<file path="src/rtl/fp_pkg.sv">
// Shared constants and types for the IEEE-754 result encoder.
// Biases, half-precision special encodings, mode/class enums and the S1 beat record.
package fp_pkg;

    localparam int unsigned SP_EXP_BIAS = 127;
    localparam int unsigned HP_EXP_BIAS = 15;
    localparam int unsigned HP_REBIAS   = SP_EXP_BIAS - HP_EXP_BIAS;
    localparam int unsigned HP_EXP_MAX  = 31;

    localparam logic [15:0] HP_INF  = 16'h7C00;
    localparam logic [15:0] HP_QNAN = 16'h7E00;

    typedef enum logic {
        MODE_HALF   = 1'b0,
        MODE_SINGLE = 1'b1
    } fp_mode_e;

    // Input classes decided in S1 so S2 only needs the rounder for normal numbers
    typedef enum logic [2:0] {
        CL_ZERO,
        CL_TINY,
        CL_INF,
        CL_NAN,
        CL_NORM
    } fp_class_e;

    typedef struct packed {
        logic overflow;
        logic underflow;
        logic inexact;
    } fp_flags_t;

    typedef struct packed {
        fp_mode_e  mode;
        logic      sign;
        logic [7:0]  exp;
        logic [22:0] mant;
        fp_class_e cls;
        fp_flags_t flags;
    } s1_beat_t;

endpackage

</file>
<file path="src/rtl/fp_encoder_if.sv">
// Beat-level handshake bundle between the upstream producer, the encoder and the sink.
// master = producer/sink side, slave = encoder side.
interface fp_encoder_if;

    logic        in_valid;
    logic        in_ready;
    logic        mode_fp;
    logic        in_sign;
    logic [7:0]  in_exp;
    logic [22:0] in_mant;
    logic        in_overflow;
    logic        in_underflow;
    logic        in_inexact;
    logic        out_valid;
    logic        out_ready;
    logic [31:0] out_word;
    logic        out_overflow;
    logic        out_underflow;
    logic        out_inexact;

    modport master (
        output in_valid, mode_fp, in_sign, in_exp, in_mant,
               in_overflow, in_underflow, in_inexact, out_ready,
        input  in_ready, out_valid, out_word,
               out_overflow, out_underflow, out_inexact
    );

    modport slave (
        input  in_valid, mode_fp, in_sign, in_exp, in_mant,
               in_overflow, in_underflow, in_inexact, out_ready,
        output in_ready, out_valid, out_word,
               out_overflow, out_underflow, out_inexact
    );

endinterface

</file>
<file path="src/rtl/fp_half_rounder.sv">
// Combinational single-to-half magnitude rounder (round-to-nearest-even).
// Flags are local to the conversion; upstream flags are merged by the caller.
module fp_half_rounder
    import fp_pkg::*;
(
    input  logic signed [9:0] e_h_i,
    input  logic [22:0]       mant_i,
    output logic [14:0]       mag_o,
    output logic              overflow_o,
    output logic              underflow_o,
    output logic              inexact_o
);

    logic [9:0]  frac;
    logic        guard;
    logic        sticky;
    logic        round_up;
    logic [14:0] norm_sum;
    logic [9:0]  neg_e;
    logic [5:0]  shamt;
    logic [33:0] sub_x;
    logic [10:0] sub_f;

    always_comb begin
        mag_o       = '0;
        overflow_o  = 1'b0;
        underflow_o = 1'b0;
        inexact_o   = 1'b0;
        frac        = '0;
        guard       = 1'b0;
        sticky      = 1'b0;
        round_up    = 1'b0;
        norm_sum    = '0;
        neg_e       = '0;
        shamt       = '0;
        sub_x       = '0;
        sub_f       = '0;

        if (e_h_i >= 10'sd31) begin
            mag_o      = HP_INF[14:0];
            overflow_o = 1'b1;
            inexact_o  = 1'b1;
        end else if (e_h_i >= 10'sd1) begin
            frac      = mant_i[22:13];
            guard     = mant_i[12];
            sticky    = |mant_i[11:0];
            round_up  = guard & (sticky | frac[0]);
            inexact_o = guard | sticky;
            // Carry out of the fraction naturally bumps the exponent field
            norm_sum  = {e_h_i[4:0], frac} + 15'(round_up);
            if (norm_sum[14:10] == 5'(HP_EXP_MAX)) begin
                mag_o      = HP_INF[14:0];
                overflow_o = 1'b1;
            end else begin
                mag_o = norm_sum;
            end
        end else begin
            // {1,mant} is pre-scaled by 2^10 so the fixed >>14 is folded in; shifts past 33 all collapse to sticky-only
            neg_e       = 10'(-e_h_i);
            shamt       = (neg_e > 10'd33) ? 6'd33 : neg_e[5:0];
            sub_x       = {1'b1, mant_i, 10'b0} >> shamt;
            guard       = sub_x[23];
            sticky      = |sub_x[22:0];
            round_up    = guard & (sticky | sub_x[24]);
            sub_f       = {1'b0, sub_x[33:24]} + 11'(round_up);
            mag_o       = {4'b0, sub_f};
            inexact_o   = guard | sticky;
            underflow_o = guard | sticky;
        end
    end

endmodule

</file>
<file path="src/rtl/fp_encoder.sv">
// Two-stage IEEE-754 packer: S1 registers and classifies the beat, S2 rounds/packs
// into output registers. Full valid/ready flow control, one beat per cycle sustained.
module fp_encoder
    import fp_pkg::*;
(
    input  logic         clk,
    input  logic         rst,
    fp_encoder_if.slave  bus
);

    s1_beat_t    s1_d, s1_q;
    logic        s1_valid_q;
    logic        out_valid_q;
    logic [31:0] out_word_d, out_word_q;
    fp_flags_t   out_flags_d, out_flags_q;
    logic        s2_adv;
    logic        in_ready;

    logic signed [9:0] e_h;
    logic [14:0]       rnd_mag;
    logic              rnd_ovf, rnd_unf, rnd_inx;

    assign s2_adv   = !out_valid_q || bus.out_ready;
    assign in_ready = !s1_valid_q || s2_adv;

    always_comb begin
        s1_d                 = '0;
        s1_d.mode            = fp_mode_e'(bus.mode_fp);
        s1_d.sign            = bus.in_sign;
        s1_d.exp             = bus.in_exp;
        s1_d.mant            = bus.in_mant;
        s1_d.flags.overflow  = bus.in_overflow;
        s1_d.flags.underflow = bus.in_underflow;
        s1_d.flags.inexact   = bus.in_inexact;
        if (bus.in_exp == 8'hFF) begin
            s1_d.cls = (bus.in_mant == '0) ? CL_INF : CL_NAN;
        end else if (bus.in_exp == 8'h00) begin
            s1_d.cls = (bus.in_mant == '0) ? CL_ZERO : CL_TINY;
        end else begin
            s1_d.cls = CL_NORM;
        end
    end

    assign e_h = signed'({2'b00, s1_q.exp} - 10'(HP_REBIAS));

    fp_half_rounder u_rounder (
        .e_h_i       (e_h),
        .mant_i      (s1_q.mant),
        .mag_o       (rnd_mag),
        .overflow_o  (rnd_ovf),
        .underflow_o (rnd_unf),
        .inexact_o   (rnd_inx)
    );

    always_comb begin
        out_word_d  = '0;
        out_flags_d = s1_q.flags;
        if (s1_q.mode == MODE_SINGLE) begin
            out_word_d = {s1_q.sign, s1_q.exp, s1_q.mant};
        end else begin
            case (s1_q.cls)
                CL_INF:  out_word_d[15:0] = {s1_q.sign, HP_INF[14:0]};
                CL_NAN:  out_word_d[15:0] = {s1_q.sign, HP_QNAN[14:0]};
                CL_ZERO: out_word_d[15:0] = {s1_q.sign, 15'b0};
                CL_TINY: begin
                    out_word_d[15:0]      = {s1_q.sign, 15'b0};
                    out_flags_d.underflow = 1'b1;
                    out_flags_d.inexact   = 1'b1;
                end
                default: begin
                    out_word_d[15:0]      = {s1_q.sign, rnd_mag};
                    out_flags_d.overflow  = s1_q.flags.overflow  | rnd_ovf;
                    out_flags_d.underflow = s1_q.flags.underflow | rnd_unf;
                    out_flags_d.inexact   = s1_q.flags.inexact   | rnd_inx;
                end
            endcase
        end
    end

    always_ff @(posedge clk or posedge rst) begin
        if (rst) begin
            s1_valid_q  <= 1'b0;
            s1_q        <= '0;
            out_valid_q <= 1'b0;
            out_word_q  <= '0;
            out_flags_q <= '0;
        end else begin
            if (in_ready) begin
                s1_valid_q <= bus.in_valid;
                if (bus.in_valid) begin
                    s1_q <= s1_d;
                end
            end
            if (s2_adv) begin
                out_valid_q <= s1_valid_q;
                if (s1_valid_q) begin
                    out_word_q  <= out_word_d;
                    out_flags_q <= out_flags_d;
                end
            end
        end
    end

    assign bus.in_ready      = in_ready;
    assign bus.out_valid     = out_valid_q;
    assign bus.out_word      = out_word_q;
    assign bus.out_overflow  = out_flags_q.overflow;
    assign bus.out_underflow = out_flags_q.underflow;
    assign bus.out_inexact   = out_flags_q.inexact;

endmodule

</file>
<file path="src/flat_wrapper.sv">
// flat-port wrapper written by rule: the top's interface ports become plain ports
module fp_encoder_flat import fp_pkg::*;
  (clk, rst, bus_in_valid, bus_mode_fp, bus_in_sign, bus_in_exp, bus_in_mant, bus_in_overflow, bus_in_underflow, bus_in_inexact, bus_out_ready, bus_in_ready, bus_out_valid, bus_out_word, bus_out_overflow, bus_out_underflow, bus_out_inexact);
  fp_encoder_if bus_i ();
  input  logic clk;
  input  logic rst;
  input wire logic [$bits(bus_i.in_valid)-1:0] bus_in_valid;
  input wire logic [$bits(bus_i.mode_fp)-1:0] bus_mode_fp;
  input wire logic [$bits(bus_i.in_sign)-1:0] bus_in_sign;
  input wire logic [$bits(bus_i.in_exp)-1:0] bus_in_exp;
  input wire logic [$bits(bus_i.in_mant)-1:0] bus_in_mant;
  input wire logic [$bits(bus_i.in_overflow)-1:0] bus_in_overflow;
  input wire logic [$bits(bus_i.in_underflow)-1:0] bus_in_underflow;
  input wire logic [$bits(bus_i.in_inexact)-1:0] bus_in_inexact;
  input wire logic [$bits(bus_i.out_ready)-1:0] bus_out_ready;
  output wire logic [$bits(bus_i.in_ready)-1:0] bus_in_ready;
  output wire logic [$bits(bus_i.out_valid)-1:0] bus_out_valid;
  output wire logic [$bits(bus_i.out_word)-1:0] bus_out_word;
  output wire logic [$bits(bus_i.out_overflow)-1:0] bus_out_overflow;
  output wire logic [$bits(bus_i.out_underflow)-1:0] bus_out_underflow;
  output wire logic [$bits(bus_i.out_inexact)-1:0] bus_out_inexact;
  assign bus_i.in_valid = bus_in_valid;
  assign bus_i.mode_fp = bus_mode_fp;
  assign bus_i.in_sign = bus_in_sign;
  assign bus_i.in_exp = bus_in_exp;
  assign bus_i.in_mant = bus_in_mant;
  assign bus_i.in_overflow = bus_in_overflow;
  assign bus_i.in_underflow = bus_in_underflow;
  assign bus_i.in_inexact = bus_in_inexact;
  assign bus_i.out_ready = bus_out_ready;
  assign bus_in_ready = bus_i.in_ready;
  assign bus_out_valid = bus_i.out_valid;
  assign bus_out_word = bus_i.out_word;
  assign bus_out_overflow = bus_i.out_overflow;
  assign bus_out_underflow = bus_i.out_underflow;
  assign bus_out_inexact = bus_i.out_inexact;
  fp_encoder u_core (.clk(clk), .rst(rst), .bus(bus_i));
endmodule
</file>
<file path="config.mk">
export PLATFORM = sky130hd
export DESIGN_NAME = fp_encoder_flat
export DESIGN_NICKNAME = d
export VERILOG_FILES = /design/src/rtl/fp_pkg.sv /design/src/rtl/fp_encoder_if.sv /design/src/rtl/fp_half_rounder.sv /design/src/rtl/fp_encoder.sv /design/src/flat_wrapper.sv
export SDC_FILE = /design/constraint.sdc
export NUM_CORES = 1
export LEC_CHECK = 0
export ABC_AREA = 0
export BUFFER_PORTS_ARGS = -buffer_cell sky130_fd_sc_hd__buf_2
export CAP_MARGIN = 20
export CORE_MARGIN = 3
export CORE_UTILIZATION = 40
export CTS_BUF_LIST = sky130_fd_sc_hd__clkbuf_2 sky130_fd_sc_hd__clkbuf_4 sky130_fd_sc_hd__clkbuf_8
export CTS_CLUSTER_SIZE = 16
export DETAILED_ROUTE_END_ITERATION = 10
export PLACE_DENSITY_LB_ADDON = 0.12
export SYNTH_ARGS = -nofsm -noshare
export SYNTH_HDL_FRONTEND = slang
export SYNTH_SLANG_ARGS = --single-unit
</file>
<file path="constraint.sdc">
create_clock -name clk -period 8.25 [get_ports clk]
set_clock_uncertainty 0.2 [all_clocks]
set_input_delay 0.4125 -clock clk [delete_from_list [all_inputs] [get_ports clk]]
set_output_delay 0.4125 -clock clk [all_outputs]
set_load 0.02 [all_outputs]
</file>
; ---- Word level (Yosys, flattened, before mapping)
; Cells that the tools add are included.
; W data, S select, Z words.
[word_totals]
n_memories = 0
word_cells = 71
latch_bits = 0
ramBits = 0
rom_bits = 0
in_bits = 40
regBits = 76
[op_classes]
order_cmp = 3
eq_ne = 5
addsub = 4
muxes = 21
bitwise_logic = 9
n_reduce_logical = 14
mul = 0
n_div = 0
shifts = 1
[op_table]
columns = operator, count
row1 = $mux W15, 3
row2 = $pmux W15 S3, 1
row3 = $shr A34 B6 Y34, 1
row4 = $mux W16, 2
row5 = $logic_not A23 Y1, 1
row6 = $reduce_or A23 Y1, 1
row7 = $add A15 B1 Y15, 1
row8 = $reduce_or A12 Y1, 1
row9 = $add A10 B1 Y11, 1
row10 = $ge A10 B2 Y1 const B, 1
row11 = $ge A10 B6 Y1 const B, 1
row12 = $gt A10 B6 Y1 const B, 1
row13 = $mux W1, 10
row14 = $neg A10 Y10, 1
row15 = $mux W3, 3
row16 = $sub A8 B7 Y9 const B, 1
row17 = $eq A8 B8 Y1 const B, 1
row18 = $logic_not A8 Y1, 1
row19 = $or A1 B1 Y1, 7
row20 = $eq A3 B2 Y1 const B, 2
row21 = $mux W6, 1
row22 = $eq A5 B5 Y1 const B, 1
row23 = $pmux W2 S2, 1
row24 = $reduce_and A2 Y1, 2
row25 = other kinds (8), 11

; ---- Longest topological paths before layout
[logic_depth]
depth_word = 13
mapped_depth = 27

; ---- By module
; From an unflattened synthesis, not the netlist that was laid out.
[hier_totals]
cells_unflattened = 714
hier_area_um2 = 6207.2
[modules_own_cells]
columns = mod, area_per_inst_um2, cells_per_inst, seq_area_each_um2, n_inst
row1 = fp_encoder, 3485.8, 283, 1901.8, 1
row2 = fp_half_rounder, 2721.4, 431, 0.0, 1

; ---- Least setup slack after synthesis
; Ideal clock, no wire load.
[synth_timing]
path_kind = register -> register
from = register u_core.s1_q[29] in the netlist's numbering
to = register u_core.out_word_q[8], in the netlist u_core.bus.out_word[8]
path_buffers = 4
setup_slack_ps = 3135
t_required_ps = 7923
stages_incl_launch_ff = 27
t_arrival_ps = 4788
setup_ps = 127
path_cell_list = dfrtp_1 buf_2 inv_2 clkbuf_1 ha_1 and4bb_2 o211a_1 mux2_4 and3_4 buf_6 buf_6 o211ai_2 a21oi_2 o22ai_1 a21oi_1 a21oi_1 a22oi_1 a211oi_1 nor2b_1 ha_1 ha_1 inv_1 nor4_2 xnor2_1 o22ai_1 a221oi_1 nor2_1
[synth_between]
elab_chain_cells = 13
word_cells_on_any_way = 18
classes_between = add/sub: 4 / order compare: 3 / eq/ne: 1 / shift: 1 / mux: 6 / bitwise: 2 / reduce/logical: 1
[synth_rtl]
columns = element, line_no
row1 = start: declaration, fp_encoder.sv:11  ; s1_beat_t s1_d, s1_q;
row2 = start signal: assignment, fp_encoder.sv:83  ; s1_q <= '0;
row3 = start signal: assignment, fp_encoder.sv:91  ; s1_q <= s1_d;
row4 = $sub A8 B7 Y9 *, fp_encoder.sv:44  ; assign e_h = signed'({2'b00, s1_q.exp} - 10'(HP_REBIAS));
row5 = $neg A10 Y10, fp_half_rounder.sv:59  ; neg_e = 10'(-e_h_i);
row6 = $gt A10 B6 Y1, fp_half_rounder.sv:60  ; shamt = (neg_e > 10'd33) ? 6'd33 : neg_e[5:0];
row7 = $mux W6, fp_half_rounder.sv:60
row8 = $shr A34 B6 Y34, fp_half_rounder.sv:61  ; sub_x = {1'b1, mant_i, 10'b0} >> shamt;
row9 = $reduce_or A23 Y1, fp_half_rounder.sv:63  ; sticky = |sub_x[22:0];
row10 = $or A1 B1 Y1, fp_half_rounder.sv:64  ; round_up = guard & (sticky | sub_x[24]);
row11 = $and A1 B1 Y1, fp_half_rounder.sv:64
row12 = $add A10 B1 Y11, fp_half_rounder.sv:65  ; sub_f = {1'b0, sub_x[33:24]} + 11'(round_up);
row13 = $mux W15, fp_half_rounder.sv:43  ; end else if (e_h_i >= 10'sd1) begin
row14 = $mux W15 *, fp_half_rounder.sv:39  ; if (e_h_i >= 10'sd31) begin
row15 = $pmux W15 S3 *, fp_encoder.sv:61  ; case (s1_q.cls)
row16 = $mux W16 *, fp_encoder.sv:58  ; if (s1_q.mode == MODE_SINGLE) begin
row17 = end signal: assignment, fp_encoder.sv:97  ; out_word_q <= out_word_d;
row18 = end: declaration, fp_encoder.sv:14  ; logic [31:0] out_word_d, out_word_q;
; Every way passes the cells marked *; elsewhere a longest branch is shown, timed or not.
; A chain may end at the register's enable or synchronous reset.

; ---- Final worst setup path
[layout_timing]
from = register u_core.s1_q[33] in the netlist's numbering
to = register u_core.out_word_q[6], in the netlist u_core.bus.out_word[6]
; The elaborated chain is that of the path after synthesis.

==> flow_summary_export.csv <==
group,metric,value,unit
routing,drt_iter0_markers,545,
synthesis,synth_top_area_cell,"dfrtp_1",
clocking,path_clk_slew,0.09,ns
synthesis,synth_top_cell_area_share,33.7,%
global_routing,grt_max_degree,77,
power,p_per_area,223,nW/um^2
placement,io_buffers,76,
setup_path,cp-end-kind,"register",
cells_and_area,final_common_cell,"buf_2",
global_routing,grt_pass1_vias,5250,
placement,hpwl,12900,um
setup_path,path_buf_inv,2,
cells_and_area,drive_gt1_share,23.7,%
synthesis,ys_types,83,
routing,drc,0,
global_routing,overflow,0,
clocking,clock-sinks,76,
floorplan,core,13500,um^2
cells_and_area,design_area,6310,um^2
cells_and_area,nFillCells,1347,
flow_run,maxCapViolations,0,
routing,viasPerCell,6.05,
setup_path,crit_top_cell,"ha_1",
synthesis,syn_nets,717,
global_routing,antenna_found_initial,0,
synthesis,syn_inst,666,
outcome,outcome,"finished clean",
power,ir_drop,0.0916,mV
setup_path,cp_slowest_cell,"dfrtp_1",
floorplan,row_count,42,
synthesis,ys_seq_area_share,33.7,%
timing,slew_viol_final,0,
synthesis,syn_avg_cell_area,8.48,um^2
routing,vias,5397,
timing,setup_viol,0,
cells_and_area,nNetsFinal,762,
timing,fin_tns_setup,0,ns
floorplan,fp.dieArea,15600,um^2
synthesis,syn_area,5650,um^2
timing,fmax,173,MHz
setup_path,r2r-start,"u_core.s1_q[33]$_DFFE_PP0P_",
setup_path,crit_type,"register to register",
clocking,clk_latency,0.38,ns
synthesis,yosys_warnings,0,
worst_hold_path,min_path_type,"input pin to register",
timing,rsz0062_at_grt,"false",
floorplan,dieHeight,125,um
placement,place_area,6040,um^2
setup_path,crit_start,"u_core.s1_q[33]$_DFFE_PP0P_",
setup_path,arrival,5.83,ns
floorplan,start_util,41.8,%
clocking,clockBufferDepth,2,
clocking,post_cts_buffers,0,
global_routing,grt_util_all_layers,23.2,%
synthesis,synth_edf_count,0,
routing,final_antenna_net_count,0,
cells_and_area,syn2layout_area_growth,11.8,%
worst_hold_path,hp-start,"bus_in_overflow",
clocking,htreeDepth,3,
cells_and_area,fin_util,46.7,%
synthesis,ys_ff_latch,76,
setup_path,cp_cell_sequence,"inv_1, ha_1, nor4b_1, o211a_1, mux2_4, and3_4, nand3_1, o22ai_1, nor4_2, and4_1, o211a_1, a22oi_1, a211oi_1, nor2b_1, ha_1, ha_1, inv_1, nor4b_2, xor2_1, o22ai_1, a221oi_2, nor2_1",
routing,wirelength,17900,um
timing,relSlewSlack,32.8,%
floorplan,design.portCount,77,
timing,period_share,69.9,%
cells_and_area,mostFrequentLayoutCells,"77 x buf_2, 76 x dfrtp_1, 74 x nand2_1, 65 x nor2_1, 39 x mux2_2",
cells_and_area,antennaDiodeCount,0,
routing,post_drt_wl_per_cell,20.1,um
setup_path,critPathMaxFanout,30,
setup_path,cp_slowest_stage_delay,0.62,ns
synthesis,synth_area_leaders,"dfrtp_1 34%, mux2_2 7.8%, nand2_1 5.0%, nor2_1 4.3%, a21oi_1 3.3%",
clocking,cts-resized-gates,0,
clocking,cts_made_buffers,9,
clocking,cts_tree,"yes",
timing,hold_violations,0,
global_routing,grt_pass1_wl,29100,um
timing,fin_crit,5.76,ns
clocking,cts-root-buf,"clkbuf_8",
setup_path,startpoint_type,"register",
setup_path,crit_family,"simple AND/OR/NAND/NOR gates",
setup_path,worstPathRequired,8.32,ns
power,p_leak,2.66,nW
synthesis,async_reset_ff_share,100,%
synthesis,synthFlopType,"dfrtp_1",
timing,tightestPinTransition,1.01,ns
routing,firstDrtPassIters,5,
placement,gp_congestion,0.870,
floorplan,die_width,125,um
-- logic make-up after synthesis --
family	after synthesis	synth area share [%]
simple gates	264	23.6
compound gates	172	21.0
flops	76	33.7
buf+inv	67	5.52
mux	49	9.64
xor+xnor	27	4.19
fa+ha+maj	11	2.44
-- stage by stage --
step / std cells / hold slack (ns) / worst slack (ns) / total power, mW
global route: 892 / 0.0563 / 1.96 / 1.50
finish: 892 / 0.0635 / 2.49 / 1.41
detailed placement: 871 / 0.253 / 2.58 / 1.10
global placement: 871 / 0.246 / 2.70 / 1.10
floorplan: 666 / 0.271 / 3.14 / 0.928
CTS: 887 / 0.0430 / 2.56 / 1.40
-- Yosys cell counts, types with 9 or more instances --
library cell   n
dfrtp_1       76
nand3_1       32
ha_1          11
a221oi_1       9
nand2b_1      11
nor3_1        13
a31oi_1       13
a21oi_1       37
nor4_1        11
clkbuf_1      29
a211oi_1      10
inv_1         12
buf_2         12
nor2b_1       11
mux2i_1        9
nand4_1       10
xor2_1        10
mux2_2        39
o21ai_0       36
nor2_1        65
xnor2_1       17
nand2_1       75
-- cell type report --
type | instances | area (um^2) | area share [%]
sequential | 76 | 1900 | 30.1
timing repair buffer | 88 | 510 | 8.09
inverter | 13 | 48.8 | 0.773
clock buffer | 10 | 131 | 2.08
tap | 176 | 220 | 3.49
clock inverter | 6 | 63.8 | 1.01
multi-input combinational | 523 | 3440 | 54.4
-- registers in the layout, indices dropped and copies added, names as in the netlist --
| signal | count |
|---|---|
| u_core.s1_q | 39 |
| u_core.bus.out_word | 32 |
| u_core.bus.out_inexact | 1 |
| u_core.bus.out_overflow | 1 |
| u_core.bus.out_underflow | 1 |
| u_core.bus.out_valid | 1 |
| u_core.s1_valid_q | 1 |
-- worst paths after layout --
check | endpoint | slack, ns | cells past startpoint
max | u_core.bus.out_word[6]$_DFFE_PP0P_ | 2.49 | 22
min | u_core.s1_q[2]$_DFFE_PP0P_ | 0.06 | 2
max reg2reg | u_core.bus.out_word[6]$_DFFE_PP0P_ | 2.49 | 22
min reg2reg | u_core.bus.out_word[22]$_DFFE_PP0P_ | 0.27 | 2
max in group asynchronous | u_core.s1_q[17]$_DFFE_PP0P_ | 6.81 | 5
min in group asynchronous | u_core.bus.out_word[25]$_DFFE_PP0P_ | 0.45 | 4
-- worst register-to-register path, stage by stage, from the launching register on --
cell and delay, ns:
dfrtp_1 0.62, inv_1 0.19, ha_1 0.46, nor4b_1 0.30, o211a_1 0.19, mux2_4 0.17
and3_4 0.41, nand3_1 0.18, o22ai_1 0.48, nor4_2 0.12, and4_1 0.22, o211a_1 0.20
a22oi_1 0.23, a211oi_1 0.11, nor2b_1 0.12, ha_1 0.18, ha_1 0.24, inv_1 0.10
nor4b_2 0.30, xor2_1 0.18, o22ai_1 0.10, a221oi_2 0.26, nor2_1 0.08
-- where the power goes --
group / internal (mW) / leakage [nW] / total (mW) / switching (mW)
Sequential: 0.438 / 0.908 / 0.539 / 0.100
Clock: 0.143 / 0.0961 / 0.295 / 0.151
Combinational: 0.213 / 1.66 / 0.572 / 0.359
-- per-layer routing --
metal  track usage (%)  up-vias  part of all wire [%]  wire length (um)
met1              32.8     2612                    46              8250
met3              4.46       32                   6.5              1160
met2              35.2      227                    45              8030
met5                 0        -                     0                 0
li1                  -     2526                     -                 -
met4              8.67        0                   2.8               501
-- what timing repair did --
action	in CTS	in global routing
hold endpoints to repair	0	28
endpoints found under the setup margin	0	0
hold buffers	0	1
No activity file was read; power rests on OpenSTA's default activity.
